--- config.mk ---
export PLATFORM = sky130hd
export DESIGN_NAME = registrador_ctrl
export DESIGN_NICKNAME = d
export VERILOG_FILES = /design/src/rtl/registrador_pkg.sv /design/src/rtl/registrador_ctrl_cnt.sv /design/src/rtl/registrador_ctrl.sv
export SDC_FILE = /design/constraint.sdc
export NUM_CORES = 1
export LEC_CHECK = 0
export CORE_AREA = 3 3 70 72
export DETAILED_ROUTE_END_ITERATION = 10
export DIE_AREA = 0 0 73 75
export PLACE_DENSITY = 0.76
export SETUP_SLACK_MARGIN = 0.1
export SLEW_MARGIN = 10
export SYNTH_ARGS = -nofsm -noshare
export SYNTH_HDL_FRONTEND = slang
export SYNTH_HIERARCHICAL = 1
export SYNTH_SLANG_ARGS = --single-unit
--- constraint.sdc ---
create_clock -name clk -period 3.4 [get_ports clk]
set_input_delay 0.51 -clock clk [delete_from_list [all_inputs] [get_ports clk]]
set_output_delay 0.51 -clock clk [all_outputs]
set_load 0.05 [all_outputs]
--- src/rtl/registrador_pkg.sv ---
// registrador_pkg
// Shared definitions for the 16-bit universal shift register (registrador)
// and its command sequencer (registrador_ctrl): command opcodes, register
// mode-line encoding, sequencer FSM states and the default register width.
package registrador_pkg;

  localparam int WIDTH = 16;

  // Command opcodes presented on registrador_ctrl.op
  typedef enum logic [1:0] {
    OP_LOAD   = 2'b00,
    OP_SHIFT  = 2'b01,
    OP_ROTATE = 2'b10,
    OP_CLEAR  = 2'b11
  } op_e;

  // Register mode lines {ch1, ch0}
  typedef enum logic [1:0] {
    MODE_HOLD  = 2'b00,
    MODE_LOAD  = 2'b01,
    MODE_SHIFT = 2'b10,
    MODE_ROT   = 2'b11
  } mode_e;

  // Sequencer FSM states
  typedef enum logic [1:0] {
    ST_IDLE = 2'b00,
    ST_RUN  = 2'b01,
    ST_DONE = 2'b10
  } state_e;

endpackage

--- src/rtl/registrador_ctrl_cnt.sv ---
// registrador_ctrl_cnt
// Loadable down-counter used by registrador_ctrl to time how many clocks a
// register mode stays applied. Decrementing saturates at zero.
// Ports:
//   clk      in   rising-edge clock
//   rst      in   synchronous active-high reset (count -> 0)
//   load     in   load load_val (has priority over dec)
//   load_val in   CNT_W  value to load
//   dec      in   decrement by one when non-zero
//   zero     out  count is 0
//   last     out  count is 1 (the current cycle is the final step)
module registrador_ctrl_cnt #(
  parameter int CNT_W = 5
) (
  input  logic             clk,
  input  logic             rst,
  input  logic             load,
  input  logic [CNT_W-1:0] load_val,
  input  logic             dec,
  output logic             zero,
  output logic             last
);

  logic [CNT_W-1:0] cnt_r;

  // Step counter: load on accept, count down while the mode is applied
  always_ff @(posedge clk) begin
    if (rst) begin
      cnt_r <= {CNT_W{1'b0}};
    end else if (load) begin
      cnt_r <= load_val;
    end else if (dec && (cnt_r != {CNT_W{1'b0}})) begin
      cnt_r <= cnt_r - {{(CNT_W-1){1'b0}}, 1'b1};
    end else begin
      cnt_r <= cnt_r;
    end
  end

  assign zero = (cnt_r == {CNT_W{1'b0}});
  assign last = (cnt_r == {{(CNT_W-1){1'b0}}, 1'b1});

endmodule

--- src/rtl/registrador_ctrl.sv ---
// registrador_ctrl
// Command sequencer for the universal shift register registrador. Accepts
// one command per start/ready handshake, drives the register's mode lines,
// serial input and parallel-load bus for the required number of clocks, then
// reports the register contents with a one-cycle done pulse.
// Optional build macro: REGISTRADOR_CTRL_CAPTURE_EN
//   defined   -> result is a register loaded in DONE and held until the next DONE
//   undefined -> result follows reg_q combinationally
// Ports:
//   clk, rst          clock / synchronous active-high reset
//   start, op, count  command request, opcode, step count (SHIFT/ROTATE)
//   data_in, fill_bit LOAD value, serial fill bit for SHIFT
//   reg_q             register outputs fed back
//   ready, busy, done handshake / status, one-cycle completion pulse
//   result            register value after the last completed command
//   ch1, ch0, d, bits registered drive to the register
module registrador_ctrl #(
  parameter int WIDTH = registrador_pkg::WIDTH,
  parameter int CNT_W = 5
) (
  input  logic             clk,
  input  logic             rst,
  input  logic             start,
  input  logic [1:0]       op,
  input  logic [CNT_W-1:0] count,
  input  logic [WIDTH-1:0] data_in,
  input  logic             fill_bit,
  input  logic [WIDTH-1:0] reg_q,
  output logic             ready,
  output logic             busy,
  output logic             done,
  output logic [WIDTH-1:0] result,
  output logic             ch1,
  output logic             ch0,
  output logic             d,
  output logic [WIDTH-1:0] bits
);

  import registrador_pkg::*;

  localparam logic [CNT_W-1:0] WIDTH_C = CNT_W'(WIDTH);
  localparam logic [CNT_W-1:0] ONE_C   = CNT_W'(1);

  state_e           state_r;
  mode_e            mode_r;
  logic             d_r;
  logic [WIDTH-1:0] bits_r;
  logic             ready_r;
  logic             done_r;

  logic [CNT_W-1:0] steps_s;
  mode_e            mode_s;
  logic [WIDTH-1:0] bits_s;
  logic             d_s;
  logic             accept_s;
  logic             cnt_dec_s;
  logic             cnt_zero_s;
  logic             cnt_last_s;

  // Decode the incoming command into step count and the drive it needs
  always_comb begin
    steps_s = {CNT_W{1'b0}};
    mode_s  = MODE_HOLD;
    bits_s  = {WIDTH{1'b0}};
    d_s     = 1'b0;
    case (op_e'(op))
      OP_LOAD: begin
        steps_s = ONE_C;
        mode_s  = MODE_LOAD;
        bits_s  = data_in;
      end
      OP_CLEAR: begin
        steps_s = ONE_C;
        mode_s  = MODE_LOAD;
      end
      OP_SHIFT: begin
        // More than WIDTH shifts is indistinguishable from WIDTH shifts
        steps_s = (count > WIDTH_C) ? WIDTH_C : count;
        mode_s  = MODE_SHIFT;
        d_s     = fill_bit;
      end
      OP_ROTATE: begin
        // A full revolution is a no-op, so only the remainder is executed
        steps_s = count % WIDTH_C;
        mode_s  = MODE_ROT;
      end
      default: begin
        steps_s = {CNT_W{1'b0}};
        mode_s  = MODE_HOLD;
      end
    endcase
  end

  assign accept_s  = (state_r == ST_IDLE) && ready_r && start;
  assign cnt_dec_s = (state_r == ST_RUN);

  registrador_ctrl_cnt #(
    .CNT_W (CNT_W)
  ) u_cnt (
    .clk      (clk),
    .rst      (rst),
    .load     (accept_s),
    .load_val (steps_s),
    .dec      (cnt_dec_s),
    .zero     (cnt_zero_s),
    .last     (cnt_last_s)
  );

  // Sequencer FSM with registered register-drive and handshake outputs
  always_ff @(posedge clk) begin
    if (rst) begin
      state_r <= ST_IDLE;
      mode_r  <= MODE_HOLD;
      d_r     <= 1'b0;
      bits_r  <= {WIDTH{1'b0}};
      ready_r <= 1'b1;
      done_r  <= 1'b0;
    end else begin
      done_r <= 1'b0;
      case (state_r)
        ST_IDLE: begin
          // ready re-asserts only once the done pulse has been seen
          if (done_r) begin
            ready_r <= 1'b1;
          end
          if (accept_s) begin
            ready_r <= 1'b0;
            if (steps_s == {CNT_W{1'b0}}) begin
              state_r <= ST_DONE;
            end else begin
              state_r <= ST_RUN;
              mode_r  <= mode_s;
              d_r     <= d_s;
              bits_r  <= bits_s;
            end
          end
        end
        ST_RUN: begin
          // zero is a safety net; the normal exit is on the last step
          if (cnt_last_s || cnt_zero_s) begin
            state_r <= ST_DONE;
            mode_r  <= MODE_HOLD;
            d_r     <= 1'b0;
            bits_r  <= {WIDTH{1'b0}};
          end
        end
        ST_DONE: begin
          done_r  <= 1'b1;
          state_r <= ST_IDLE;
        end
        default: begin
          state_r <= ST_IDLE;
          mode_r  <= MODE_HOLD;
          d_r     <= 1'b0;
          bits_r  <= {WIDTH{1'b0}};
          ready_r <= 1'b1;
        end
      endcase
    end
  end

`ifdef REGISTRADOR_CTRL_CAPTURE_EN
  logic [WIDTH-1:0] result_r;

  // Capture the settled register contents in the DONE cycle
  always_ff @(posedge clk) begin
    if (rst) begin
      result_r <= {WIDTH{1'b0}};
    end else if (state_r == ST_DONE) begin
      result_r <= reg_q;
    end else begin
      result_r <= result_r;
    end
  end

  assign result = result_r;
`else
  // The register holds after DONE, so reg_q already is the post-command value
  assign result = reg_q;
`endif

  assign ready = ready_r;
  assign busy  = ~ready_r;
  assign done  = done_r;
  assign ch1   = mode_r[1];
  assign ch0   = mode_r[0];
  assign d     = d_r;
  assign bits  = bits_r;

endmodule
==> key figures <==
STA
  • RSZ-0062 raised after global routing: false
  • Fmax: about 370 MHz
  • Final period util: just under 80%
  • Final Max Slew Viols: 0
  • Fin crit period: about 2.7 ns
  • Least-Margin Pin Slew: approximately 0.73 ns
  • Final setup violation count: 0
  • Sum Neg Setup Slack: 0 ns
  • Skew final: approximately 0.006 ns
  • Worst hold margin: just under 0.5 ns
  • Worst slew margin: between 50% and 60%
  • Hold Vio Cnt, Final: 0

Synth
  • Yosys cell types: between 40 and 50
  • Syn_area_per_cell: about 8.8 µm²
  • Most area-consuming cells after synthesis: dfxtp_1 33%, mux2i_1 9.4%, buf_4 7.0%
  • Synth Register Bits: 28
  • Synth cell count leaders: 28 x dfxtp_1, 28 x nand2_1, 17 x nand2b_1
  • Syn_nets: 245
  • Async set-reset flop share out of synthesis: 0%
  • Top-area cell type share of the netlist area: between 30% and 40%
  • YS warnings: 6
  • Post-synthesis cell area: ~1700 µm²
  • Post-synth top area cell: dfxtp_1
  • Primary FF master, synth: dfxtp_1
  • Post-synthesis sequential area ratio: between 30% and 40%
  • Post-synth EDFFs: 0
  • Mapped Cells: between 150 and 200

Setup path
  • CP max FO: 16
  • Worst path arrival time: ~2.9 ns
  • Critical path cell sequence: inv_1 -> ha_1 -> or4b_1 -> inv_1 -> nor3b_1 -> a211o_4 -> a31oi_4 -> mux2i_1
  • WS Path Type: reg -> reg
  • CP Data Required Time: 3.61 ns
  • CP most frequent cell: inv_1
  • Setup crit end kind: flop
  • Crit-path max cell delay: about 0.60 ns
  • Crit-path slowest cell: a31oi_4
  • Worst setup SP type: flop

GRT
  • Largest net degree at the start of global routing: 37
  • Gr usage total: 13.1%
  • Via count of the first global-routing pass: around 1,300
  • First-pass GRT wire length: between 5000 and 6000 µm
  • Congestion Overflow GR: 0
  • Initial antenna violation count: 0

CTS
  • Post CTS Setup Buffer Count: 0
  • Max Root-Sink Buffers: 2
  • Clk slew on worst S/H paths: 0.10 ns
  • Clk Tree Root Cell: clkbuf_8
  • Post-CTS resize count: 0
  • Hold_buf cts: 0
  • Clock sinks: 28
  • TritonCTS clock tree: yes
  • Num CTS Buffers: 3
  • Worst-skew pair later-pin latency: 0.28 ns
  • H-tree levels: 1

Routing
  • Final routed DRC violation total: 0
  • Final ANT Viol Nets: 0
  • DR iter-0 viols: 45
  • Final WL: 3550 µm
  • Via density: 4.98
  • DR WL/cell: around 13 µm
  • Total vias in the final route: 1,375
  • First-pass iteration count of the detailed router: 4

Power and ir drop
  • Switching power: about 560 µW
  • Overall Power: roughly 1400 µW
  • Clock group share of total power: between 10% and 20%
  • Internal: between 800 and 900 µW
  • Sw frac: just over 40%
  • Comb power frac: between 40% and 50%
  • Maximum VDD drop: approximately 0.35 mV
  • P_leak: around 0.00083 µW
  • Pwr Density: between 600 and 700 nW/µm²
  • Sequential share of power: between 30 and 40%

Layout
  • Layout Nets: approximately 280
  • Fillers: about 400
  • Area grow syn2layout: 26.4%
  • Antenna cells: 0
  • Final core utilization: between 40 and 50%
  • Share of cells above drive strength 1: approximately 6.7%

Placement
  • Hpwl dp: roughly 2600 µm
  • Port bufs: 48
  • Routability cong.: between 0.8 and 0.9

Die
  • Starting density of the core: slightly below 40%
  • DIE AREA: 5480 µm²
  • Io pins: 81
  • Die extent in x: approximately 73 µm
  • Die Y: about 75 µm
  • Site Rows: 24
  • Core area: between 4000 and 5000 µm²

Flow run
  • Max-cap violations: 0

Status
  • Status: completed

Worst hold path
  • Min-Delay Path Class: reg -> reg
-- worst paths after layout --
check	slack [ns]	startpoint	depth (start not counted)	to
hold reg to reg	0.48	bits[12]$_SDFFE_PP0P_	2	bits[12]$_SDFFE_PP0P_
setup reg to reg	0.73	u_cnt/cnt_r[1]$_SDFFE_PP0P_	8	bits[9]$_SDFFE_PP0P_
hold / removal	0.48	bits[12]$_SDFFE_PP0P_	2	bits[12]$_SDFFE_PP0P_
setup / recovery	0.73	u_cnt/cnt_r[1]$_SDFFE_PP0P_	8	bits[9]$_SDFFE_PP0P_
-- per-stage QoR --
step	area [µm²]	setup WS (ns)	instances
2_1_floorplan	1710	1.12	194
3_3_place_gp	2090	0.814	272
3_5_place_dp	2090	0.743	272
4_1_cts	2160	0.730	276
5_1_grt	2160	0.577	276
6_report	2160	0.730	276
-- state kept, by name, summed over array words and instances, names as in the netlist --
name / cells
ready: 1
mode_r: 2
done: 1
d: 1
bits: 16
u_cnt/cnt_r: 5
state_r: 2
-- cell usage in the layout (no fill, tap or decap), types with 2 or more instances in the layout --
master	n
a21o_2	2
a21oi_1	6
a311oi_1	2
a32oi_1	3
and3_1	3
clkbuf_8	3
clkdlybuf4s50_1	48
dfxtp_1	28
ha_1	8
inv_1	14
mux2i_1	16
nand2_1	28
nand2b_1	17
nand3_1	2
nor2_1	9
nor2b_1	4
nor3_1	2
nor3b_1	2
o41ai_1	2
-- critical path: cells and delay by family (launching register included) --
family / cells / cell delay (ns)
compound gates: 2 / 0.96
simple gates: 2 / 0.67
flops: 1 / 0.33
mux: 1 / 0.26
buf+inv: 2 / 0.22
fa+ha+maj: 1 / 0.17
-- power by group through the flow --
| stage | Combinational (µW) | Clock (µW) | Sequential [µW] |
|---|---|---|---|
| 2_1_floorplan | 491 | 0 | 536 |
| 3_3_place_gp | 681 | 0 | 431 |
| 3_5_place_dp | 688 | 0 | 431 |
| 4_1_cts | 693 | 270 | 425 |
| 5_1_grt | 746 | 278 | 434 |
| 6_report | 691 | 268 | 426 |
-- cell type report --
class / count / area (µm²) / area share (%)
well taps: 52 / 65.1 / 3.01
clock inverters: 1 / 30.0 / 1.39
flip-flops and latches: 28 / 561 / 26.0
inverters: 14 / 52.6 / 2.43
repair buffers: 49 / 488 / 22.6
multi-input cells: 129 / 921 / 42.7
clock buffers: 3 / 41.3 / 1.91
-- layer usage --
layer | global-route usage [%] | routed length (µm) | vias up
li1 | - | - | 707
met1 | 16.7 | 1620 | 628
met4 | 4.71 | 54 | 0
met2 | 23.1 | 1750 | 33
met3 | 1.20 | 122 | 7
met5 | 0 | 0 | -
-- kinds of logic (layout without fill, tap and decap cells) --
group	after synthesis	count (layout)	share of synthesized area, %
DFF	28	28	32.8
AOI/OAI and AO/OA	29	29	16.0
and+or+nand+nor	76	76	22.7
buffers and inverters	37	67	13.3
adders and majority gates	8	8	5.86
muxes	16	16	9.38
(Power assumes the default switching activity.)
